File: src/rtl/serial_sub_pkg.sv
// Shared types and helpers for the bit-serial subtractor.
package serial_sub_pkg;

  typedef enum logic [1:0] {
    IDLE = 2'd0,
    RUN  = 2'd1,
    DONE = 2'd2
  } sub_state_e;

  function automatic int cnt_w(input int width);
    return $clog2(width);
  endfunction

endpackage

File: src/rtl/full_subtractor.sv
// One-bit full subtractor cell: d = x - y - bi, bo = borrow out.
module full_subtractor (
  input  logic x,
  input  logic y,
  input  logic bi,
  output logic d,
  output logic bo
);

  assign d  = x ^ y ^ bi;
  assign bo = (~x & y) | (~(x ^ y) & bi);

endmodule

File: src/rtl/serial_subtractor.sv
// Bit-serial a - b - bin, LSB first, with valid/ready on both sides.
// Optional signed overflow output under SERIAL_SUB_SIGNED_OVF_EN.
module serial_subtractor
  import serial_sub_pkg::*;
#(
  parameter int WIDTH = 8
) (
  input  logic             clk,
  input  logic             rst,
  input  logic             in_valid,
  output logic             in_ready,
  input  logic [WIDTH-1:0] a,
  input  logic [WIDTH-1:0] b,
  input  logic             bin,
  output logic             out_valid,
  input  logic             out_ready,
  output logic [WIDTH-1:0] diff,
  output logic             bout
`ifdef SERIAL_SUB_SIGNED_OVF_EN
  ,
  output logic             ovf
`endif
);

  localparam int CNT_W = cnt_w(WIDTH);
  localparam int RES_W = WIDTH - 1;

  sub_state_e       state_r;
  logic [WIDTH-1:0] a_sh_r;
  logic [WIDTH-1:0] b_sh_r;
  logic [RES_W-1:0] res_r;
  logic [CNT_W-1:0] cnt_r;
  logic             br_r;
  logic             in_ready_r;
  logic             out_valid_r;
  logic [WIDTH-1:0] diff_r;
  logic             bout_r;
  logic             d_s;
  logic             bo_s;
  logic             last_s;
`ifdef SERIAL_SUB_SIGNED_OVF_EN
  logic             ovf_r;
`endif

  full_subtractor u_fs (
    .x  (a_sh_r[0]),
    .y  (b_sh_r[0]),
    .bi (br_r),
    .d  (d_s),
    .bo (bo_s)
  );

  assign last_s = (cnt_r == CNT_W'(WIDTH - 1));

  // Handshake FSM, operand shifting and result capture.
  always_ff @(posedge clk) begin
    if (rst) begin
      state_r     <= IDLE;
      a_sh_r      <= {WIDTH{1'b0}};
      b_sh_r      <= {WIDTH{1'b0}};
      res_r       <= {RES_W{1'b0}};
      cnt_r       <= {CNT_W{1'b0}};
      br_r        <= 1'b0;
      in_ready_r  <= 1'b0;
      out_valid_r <= 1'b0;
      diff_r      <= {WIDTH{1'b0}};
      bout_r      <= 1'b0;
`ifdef SERIAL_SUB_SIGNED_OVF_EN
      ovf_r       <= 1'b0;
`endif
    end else begin
      case (state_r)
        IDLE: begin
          if (in_valid && in_ready_r) begin
            a_sh_r     <= a;
            b_sh_r     <= b;
            br_r       <= bin;
            cnt_r      <= {CNT_W{1'b0}};
            in_ready_r <= 1'b0;
            state_r    <= RUN;
          end else begin
            in_ready_r <= 1'b1;
          end
        end
        RUN: begin
          a_sh_r <= a_sh_r >> 1;
          b_sh_r <= b_sh_r >> 1;
          // Drop the oldest kept bit; the final d_s completes the word.
          res_r  <= RES_W'({d_s, res_r} >> 1);
          br_r   <= bo_s;
          if (last_s) begin
            diff_r      <= {d_s, res_r};
            bout_r      <= bo_s;
`ifdef SERIAL_SUB_SIGNED_OVF_EN
            ovf_r       <= br_r ^ bo_s;
`endif
            out_valid_r <= 1'b1;
            state_r     <= DONE;
          end else begin
            cnt_r <= cnt_r + CNT_W'(1);
          end
        end
        DONE: begin
          if (out_ready) begin
            out_valid_r <= 1'b0;
            in_ready_r  <= 1'b1;
            state_r     <= IDLE;
          end
        end
        default: begin
          state_r     <= IDLE;
          in_ready_r  <= 1'b0;
          out_valid_r <= 1'b0;
        end
      endcase
    end
  end

  assign in_ready  = in_ready_r;
  assign out_valid = out_valid_r;
  assign diff      = diff_r;
  assign bout      = bout_r;
`ifdef SERIAL_SUB_SIGNED_OVF_EN
  assign ovf       = ovf_r;
`endif

endmodule

File: config.mk
export PLATFORM = sky130hd
export DESIGN_NAME = serial_subtractor
export DESIGN_NICKNAME = d
export VERILOG_FILES = /design/src/rtl/serial_sub_pkg.sv /design/src/rtl/full_subtractor.sv /design/src/rtl/serial_subtractor.sv
export SDC_FILE = /design/constraint.sdc
export NUM_CORES = 1
export LEC_CHECK = 0
export CORE_UTILIZATION = 51
export DETAILED_ROUTE_END_ITERATION = 10
export PLACE_DENSITY = 0.85
export SYNTH_ARGS = -nofsm -noshare
export SYNTH_HDL_FRONTEND = slang
export SYNTH_SLANG_ARGS = --single-unit
File: constraint.sdc
create_clock -name clk -period 2 [get_ports clk]
set_input_delay 0.4 -clock clk [delete_from_list [all_inputs] [get_ports clk]]
set_output_delay 0.4 -clock clk [all_outputs]
set_load 0.01 [all_outputs]
==> impl_metrics.json, run 1 <==
{
  "coreArea_um2": 3363,
  "status": "finished, final reports clean",
  "maxCapViolCount": 0,
  "max_freq_ghz": 0.5805,
  "dp.cells": 263,
  "clock_latency_ns": 0.35,
  "min-delay-start": "diff[6]$_SDFFE_PP0P_",
  "setup_viol": 0,
  "start_kind": "register",
  "r2r_start": "cnt_r[0]$_SDFFE_PP0P_",
  "drive_gt1_share_pct": 15.56,
  "r2r_slack_ns": 0.34,
  "post_cts_resized": 0,
  "drt-vias-per-instance": 5.373,
  "cts_hold_buf": 0,
  "start_util_pct": 53.50,
  "skew_ns": 0.008712,
  "power_density_nw_per_um2": 842.8,
  "synth.cell_area_um2": 1799,
  "cp.required_ns": 1.60,
  "antennaDiodeCount": 0,
  "critPathBufInv": 1,
  "hold_viol": 0,
  "post-dp-hpwl_um": 2307,
  "num_rows": 21,
  "antenna_found_initial": 0,
  "grt_util_met2_pct": 34.78,
  "syn_area_per_cell_um2": 9.420,
  "num-fill-cells": 305,
  "met1_usage_pct": 23.15,
  "setup_tns_ns": 0,
  "wl_per_cell_um": 12.35,
  "synth_largest_area_cell": "dfxtp_1",
  "grt.overflow.total": 0,
  "cts_tree": "done",
  "netlist.area_leader.share_pct": 44.51,
  "root_buffer": "clkbuf_4",
  "io_buffers": 31,
  "crit_path_top_delay_cell": "clkdlybuf4s50_1",
  "clk_path_buf_depth": 2,
  "dieArea_um2": 3769,
  "die_w_um": 61.40,
  "fin_nets": 248,
  "top_usage_layer": "met2",
  "drt_wl_total_um": 3347,
  "ys.flop_type": "dfxtp_1",
  "clk_pin_slew_ns": 0.12,
  "end_kind": "output pin",
  "synth_seq_cells": 40,
  "path_cells": "clkdlybuf4s50_1",
  "post_cts_buffers": 0,
  "ir_drop_mv": 0.5010,
  "setup_slack_ns": 0.2773,
  "globalplace.congestion": 0.7318,
  "rr_worst_depth": 5,
  "die_height_um": 61.40,
  "rsz0062_at_grt": "false",
  "worst-setup-path-type": "reg2out",
  "fin_crit_sh_pct": 86.14,
  "first_pass_iters": 4,
  "cts.sinks": 40,
  "gr-usage-met3_pct": 5.882,
  "yosysUniqueCellTypes": 32,
  "fin_cells": 271,
  "p_leak_nw": 0.9180,
  "reg2reg_to": "cnt_r[0]$_SDFFE_PP0P_",
  "yosys-top-cells-area": "dfxtp_1, nand2_1, a21oi_1",
  "ys_warn_count": 0,
  "fin_total_pwr_mw": 1.931,
  "grt_max_degree": 24,
  "area_growth_pct": 27.33,
  "grtUsageTotal_pct": 19.53,
  "io_pins": 32,
  "drc_errors": 0,
  "slowest_delay_ns": 0.56,
  "arrival_ns": 1.32,
  "multi_input_area_um2": 897.1,
  "synthArstFlopShare_pct": 0,
  "hold_class": "reg2reg",
  "finalMaxSlewViolations": 0,
  "dpl_worst_slack_ns": 0.1538,
  "synth.yosys.seq_area_share_pct": 44.51,
  "tightest_slew_ns": 0.4697,
  "min_period_ns": 1.723,
  "crit_fanout": 6,
  "first_iter_violations": 54,
  "ant_nets": 0,
  "syn-num-nets": 215,
  "h-tree-depth": 2,
  "finish.utilization_pct": 68.12,
  "grt_pass1_wl_um": 5444,
  "hold_depth": 2,
  "holdPathEnd": "diff[6]$_SDFFE_PP0P_",
  "seqCellArea_um2": 800.8,
  "grt_pass1_vias": 1300,
  "cpLargestDelayFamily": "buffers and inverters",
  "synth_edf_count": 0,
  "synthCells": 191,
  "cts_inserted_buffers": 5,
  "relSlewSlack_pct": 68.62,
  "routed-via-count": 1456
}
-- cell families after synthesis --
group	count (synthesis)	synth area share [%]
buffers and inverters	20	5.632
and+or+nand+nor	54	14.05
DFF	40	44.51
muxes	14	9.527
adders and majority gates	3	2.503
AOI/OAI and AO/OA	60	23.78
-- cell usage in the layout, fill, tap and decap left out, types with 7 or more instances in the layout --
cell type        instances
buf_4                   11
o21bai_1                13
dfxtp_1                 40
nor2_1                   7
mux2_2                   9
a21oi_1                 24
o311a_1                  7
clkdlybuf4s50_1         31
nand2_1                 34
o211a_1                  7
-- layout make-up --
| cell class | count | share of cell area, % |
|---|---|---|
| multi-input cells | 131 | 39.16 |
| flip-flops and latches | 40 | 34.95 |
| clock inverters | 3 | 3.932 |
| well taps | 46 | 2.512 |
| inverters | 4 | 0.6554 |
| repair buffers | 42 | 17.15 |
| clock buffers | 5 | 1.638 |
-- per-stage QoR --
step / hold slack, ns / area, um^2
after floorplan: 0.4321 / 1799
after global placement: 0.4389 / 2163
after detailed placement: 0.4468 / 2163
after CTS: 0.4640 / 2291
after global routing: 0.4898 / 2291
final: 0.4638 / 2291
-- state kept, by name, summed over array words and instances (netlist names) --
signal / cells
cnt_r: 3
a_sh_r: 8
b_sh_r: 8
diff: 8
res_r: 7
state_r: 2
out_valid: 1
bout: 1
in_ready: 1
br_r: 1
-- where the power goes --
| part | internal (mW) | switching (mW) |
|---|---|---|
| clock | 0.515 | 0.276 |
| sequential | 0.842 | 0.0252 |
| combinational | 0.158 | 0.116 |
-- worst max path at each step --
stage                                  end  slack, ns  cells past startpoint             startpoint
floorplan            cnt_r[0]$_SDFFE_PP0P_       0.52                      5  cnt_r[0]$_SDFFE_PP0P_
global placement    b_sh_r[0]$_SDFFE_PP0P_       0.19                      5               in_valid
detailed placement  b_sh_r[0]$_SDFFE_PP0P_       0.15                      5               in_valid
CTS                               in_ready       0.26                      1  in_ready$_SDFFE_PP0P_
global route                      in_ready       0.22                      1  in_ready$_SDFFE_PP0P_
finish                            in_ready       0.28                      1  in_ready$_SDFFE_PP0P_
-- cell usage after synthesis, types with 3 or more instances --
master and instances:
a211oi_1 3, a21oi_1 24, buf_2 6, clkbuf_1 6, dfxtp_1 40, inv_1 4, mux2_2 9, mux2_4 4
nand2_1 34, nand3b_1 3, nor2_1 7, o211a_1 7, o21ai_0 3, o21bai_1 13, o311a_1 7
-- per-layer routing --
layer | wire (um) | part of all wire (%) | vias up
met1 | 1598 | 48 | 677
met5 | 0 | 0 | -
li1 | - | - | 747
met2 | 1616 | 48 | 29
met3 | 112 | 3.3 | 3
met4 | 19 | 0.57 | 0
Power figures use the tool's default switching activity.
==> run 2: changes to the inputs <==
- CORE_UTILIZATION: 51 -> 50
- HOLD_SLACK_MARGIN: not set -> 0.03
- PLACE_DENSITY: 0.85 -> 0.83
==> run 2 against run 1 <==
- clock skew barely moved
- largest power group unchanged
- power fell by 12%
- non-clock buffer count fell by 2
- flip-flop and latch count did not move
- clock power fell by 29%
- global-route usage rose by 0.49 points
- register-to-register slack got worse by 0.03 ns
- wire length rose by 6.5%
==> impl_metrics.json, run 2 (synthesized netlist as in run 1, its figures left out) <==
{
  "grt.overflow.total": 0,
  "num_rows": 21,
  "hold_class": "reg2reg",
  "root_buffer": "clkbuf_4",
  "p_clk_share_pct": 32.8,
  "first_pass_iters": 4,
  "setup_viol": 0,
  "fin_nets": 246,
  "ant_nets": 0,
  "grt_pass1_wl_um": 5506,
  "cp.required_ns": 1.60,
  "min-delay-start": "diff[0]$_SDFFE_PP0P_",
  "cts_tree": "done",
  "ir_drop_mv": 0.6487,
  "grt_pass1_vias": 1257,
  "layout_common_cells": "dfxtp_1, nand2_1, clkdlybuf4s50_1, a21oi_1, o21bai_1",
  "post_cts_resized": 0,
  "path_cells": "clkdlybuf4s50_1",
  "antenna_found_initial": 0,
  "rsz0062_at_grt": "false",
  "final_common_cell": "dfxtp_1",
  "switching_power_uw": 439.0,
  "tightest_slew_ns": 0.5039,
  "drt-vias-per-instance": 5.398,
  "skew_ns": 0.008642,
  "die_w_um": 61.99,
  "coreArea_um2": 3390,
  "die_height_um": 61.99,
  "antennaDiodeCount": 0,
  "switching_share_pct": 25.76,
  "relSlewSlack_pct": 66.34,
  "hold_viol": 0,
  "status": "finished, final reports clean",
  "cpLargestDelayFamily": "buffers and inverters",
  "start_util_pct": 53.08,
  "first_iter_violations": 52,
  "min_period_ns": 1.745,
  "cts_inserted_buffers": 5,
  "finalMaxSlewViolations": 0,
  "wl_per_cell_um": 13.26,
  "arrival_ns": 1.34,
  "combPwrFrac_pct": 16.1,
  "drc_errors": 0,
  "io_pins": 32,
  "r2r_slack_ns": 0.31,
  "critPathBufInv": 1,
  "r2r_start": "cnt_r[0]$_SDFFE_PP0P_",
  "setup_tns_ns": 0,
  "end_kind": "output pin",
  "crit_fanout": 6,
  "seq_power_share_pct": 51.1,
  "routed-via-count": 1452,
  "cts.sinks": 40,
  "io_buffers": 31,
  "drt_wl_total_um": 3566,
  "clk_pin_slew_ns": 0.14,
  "dp.cells": 261,
  "worst-setup-path-type": "reg2out",
  "globalplace.congestion": 0.7758,
  "area_growth_pct": 24.13,
  "clk_path_buf_depth": 2,
  "intPower_mw": 1.265,
  "cts_hold_buf": 0,
  "crit_path_start": "in_ready$_SDFFE_PP0P_",
  "grt_max_degree": 34,
  "drive_gt1_share_pct": 14.80,
  "post-dp-hpwl_um": 2401,
  "dieArea_um2": 3842,
  "crit_path_top_delay_cell": "clkdlybuf4s50_1",
  "post_cts_buffers": 0,
  "power_density_nw_per_um2": 763.0,
  "max_freq_ghz": 0.5731,
  "fin_cells": 269,
  "grtUsageTotal_pct": 20.02,
  "slowest_delay_ns": 0.57,
  "h-tree-depth": 2,
  "maxCapViolCount": 0,
  "clock_latency_ns": 0.36,
  "p_leak_nw": 0.8879,
  "fin_crit_sh_pct": 87.24,
  "start_kind": "register"
}
[run 2: worst reg2reg max path, stage by stage, from the launching register on]
cell	delay, ns
dfxtp_1	0.35
ha_1	0.20
ha_1	0.22
nor3b_1	0.45
nor2_1	0.12
a31o_2	0.26
[run 2: per-stage QoR]
step	hold slack [ns]	cell area (um^2)	util (%)	worst slack, ns	total power [mW]
6_report	0.4607	2233	65.89	0.2551	1.704
5_1_grt	0.4805	2233	65.89	0.2059	1.771
4_1_cts	0.4632	2233	65.89	0.2436	1.707
3_5_place_dp	0.4451	2148	63.38	0.1823	1.160
3_3_place_gp	0.4411	2148	63.38	0.2169	1.152
2_1_floorplan	0.4321	1799	-	0.5218	1.070
[run 2: final timing paths]
check,cells past startpoint,to
worst min register to register,2,diff[0]$_SDFFE_PP0P_
worst min-delay path,2,diff[0]$_SDFFE_PP0P_
worst max register to register,5,cnt_r[0]$_SDFFE_PP0P_
worst max-delay path,1,in_ready
[run 2: layout make-up]
| cell class | instances | area (um^2) |
|---|---|---|
| Multi-Input combinational cell | 131 | 897.1 |
| Tap cell | 46 | 57.56 |
| Clock buffer | 5 | 37.54 |
| Timing Repair Buffer | 40 | 377.9 |
| Sequential cell | 40 | 800.8 |
| Clock inverter | 3 | 47.55 |
| Fill cell | 279 | 1156 |
| Inverter | 4 | 15.01 |
[run 2: layer usage]
| metal | GRT usage, % | vias to the layer above | routed length [um] |
|---|---|---|---|
| met2 | 32.83 | 42 | 1719 |
| li1 | - | 742 | - |
| met1 | 25.32 | 664 | 1637 |
| met5 | 0 | - | 0 |
| met3 | 4.348 | 4 | 175 |
| met4 | 8.571 | 0 | 33 |
[run 2: power groups by stage]
| stage | logic, mW | registers [mW] | clock network, mW |
|---|---|---|---|
| finish | 0.275 | 0.870 | 0.559 |
| global route | 0.301 | 0.877 | 0.593 |
| CTS | 0.275 | 0.871 | 0.562 |
| detailed placement | 0.273 | 0.888 | 0 |
| global placement | 0.266 | 0.886 | 0 |
| floorplan | 0.191 | 0.879 | 0 |
==> run 3: changes to the inputs <==
- SLEW_MARGIN: not set -> 20
==> results of run 3 <==
Same layout as run 2: the final DEF is identical, and so are final timing and power.
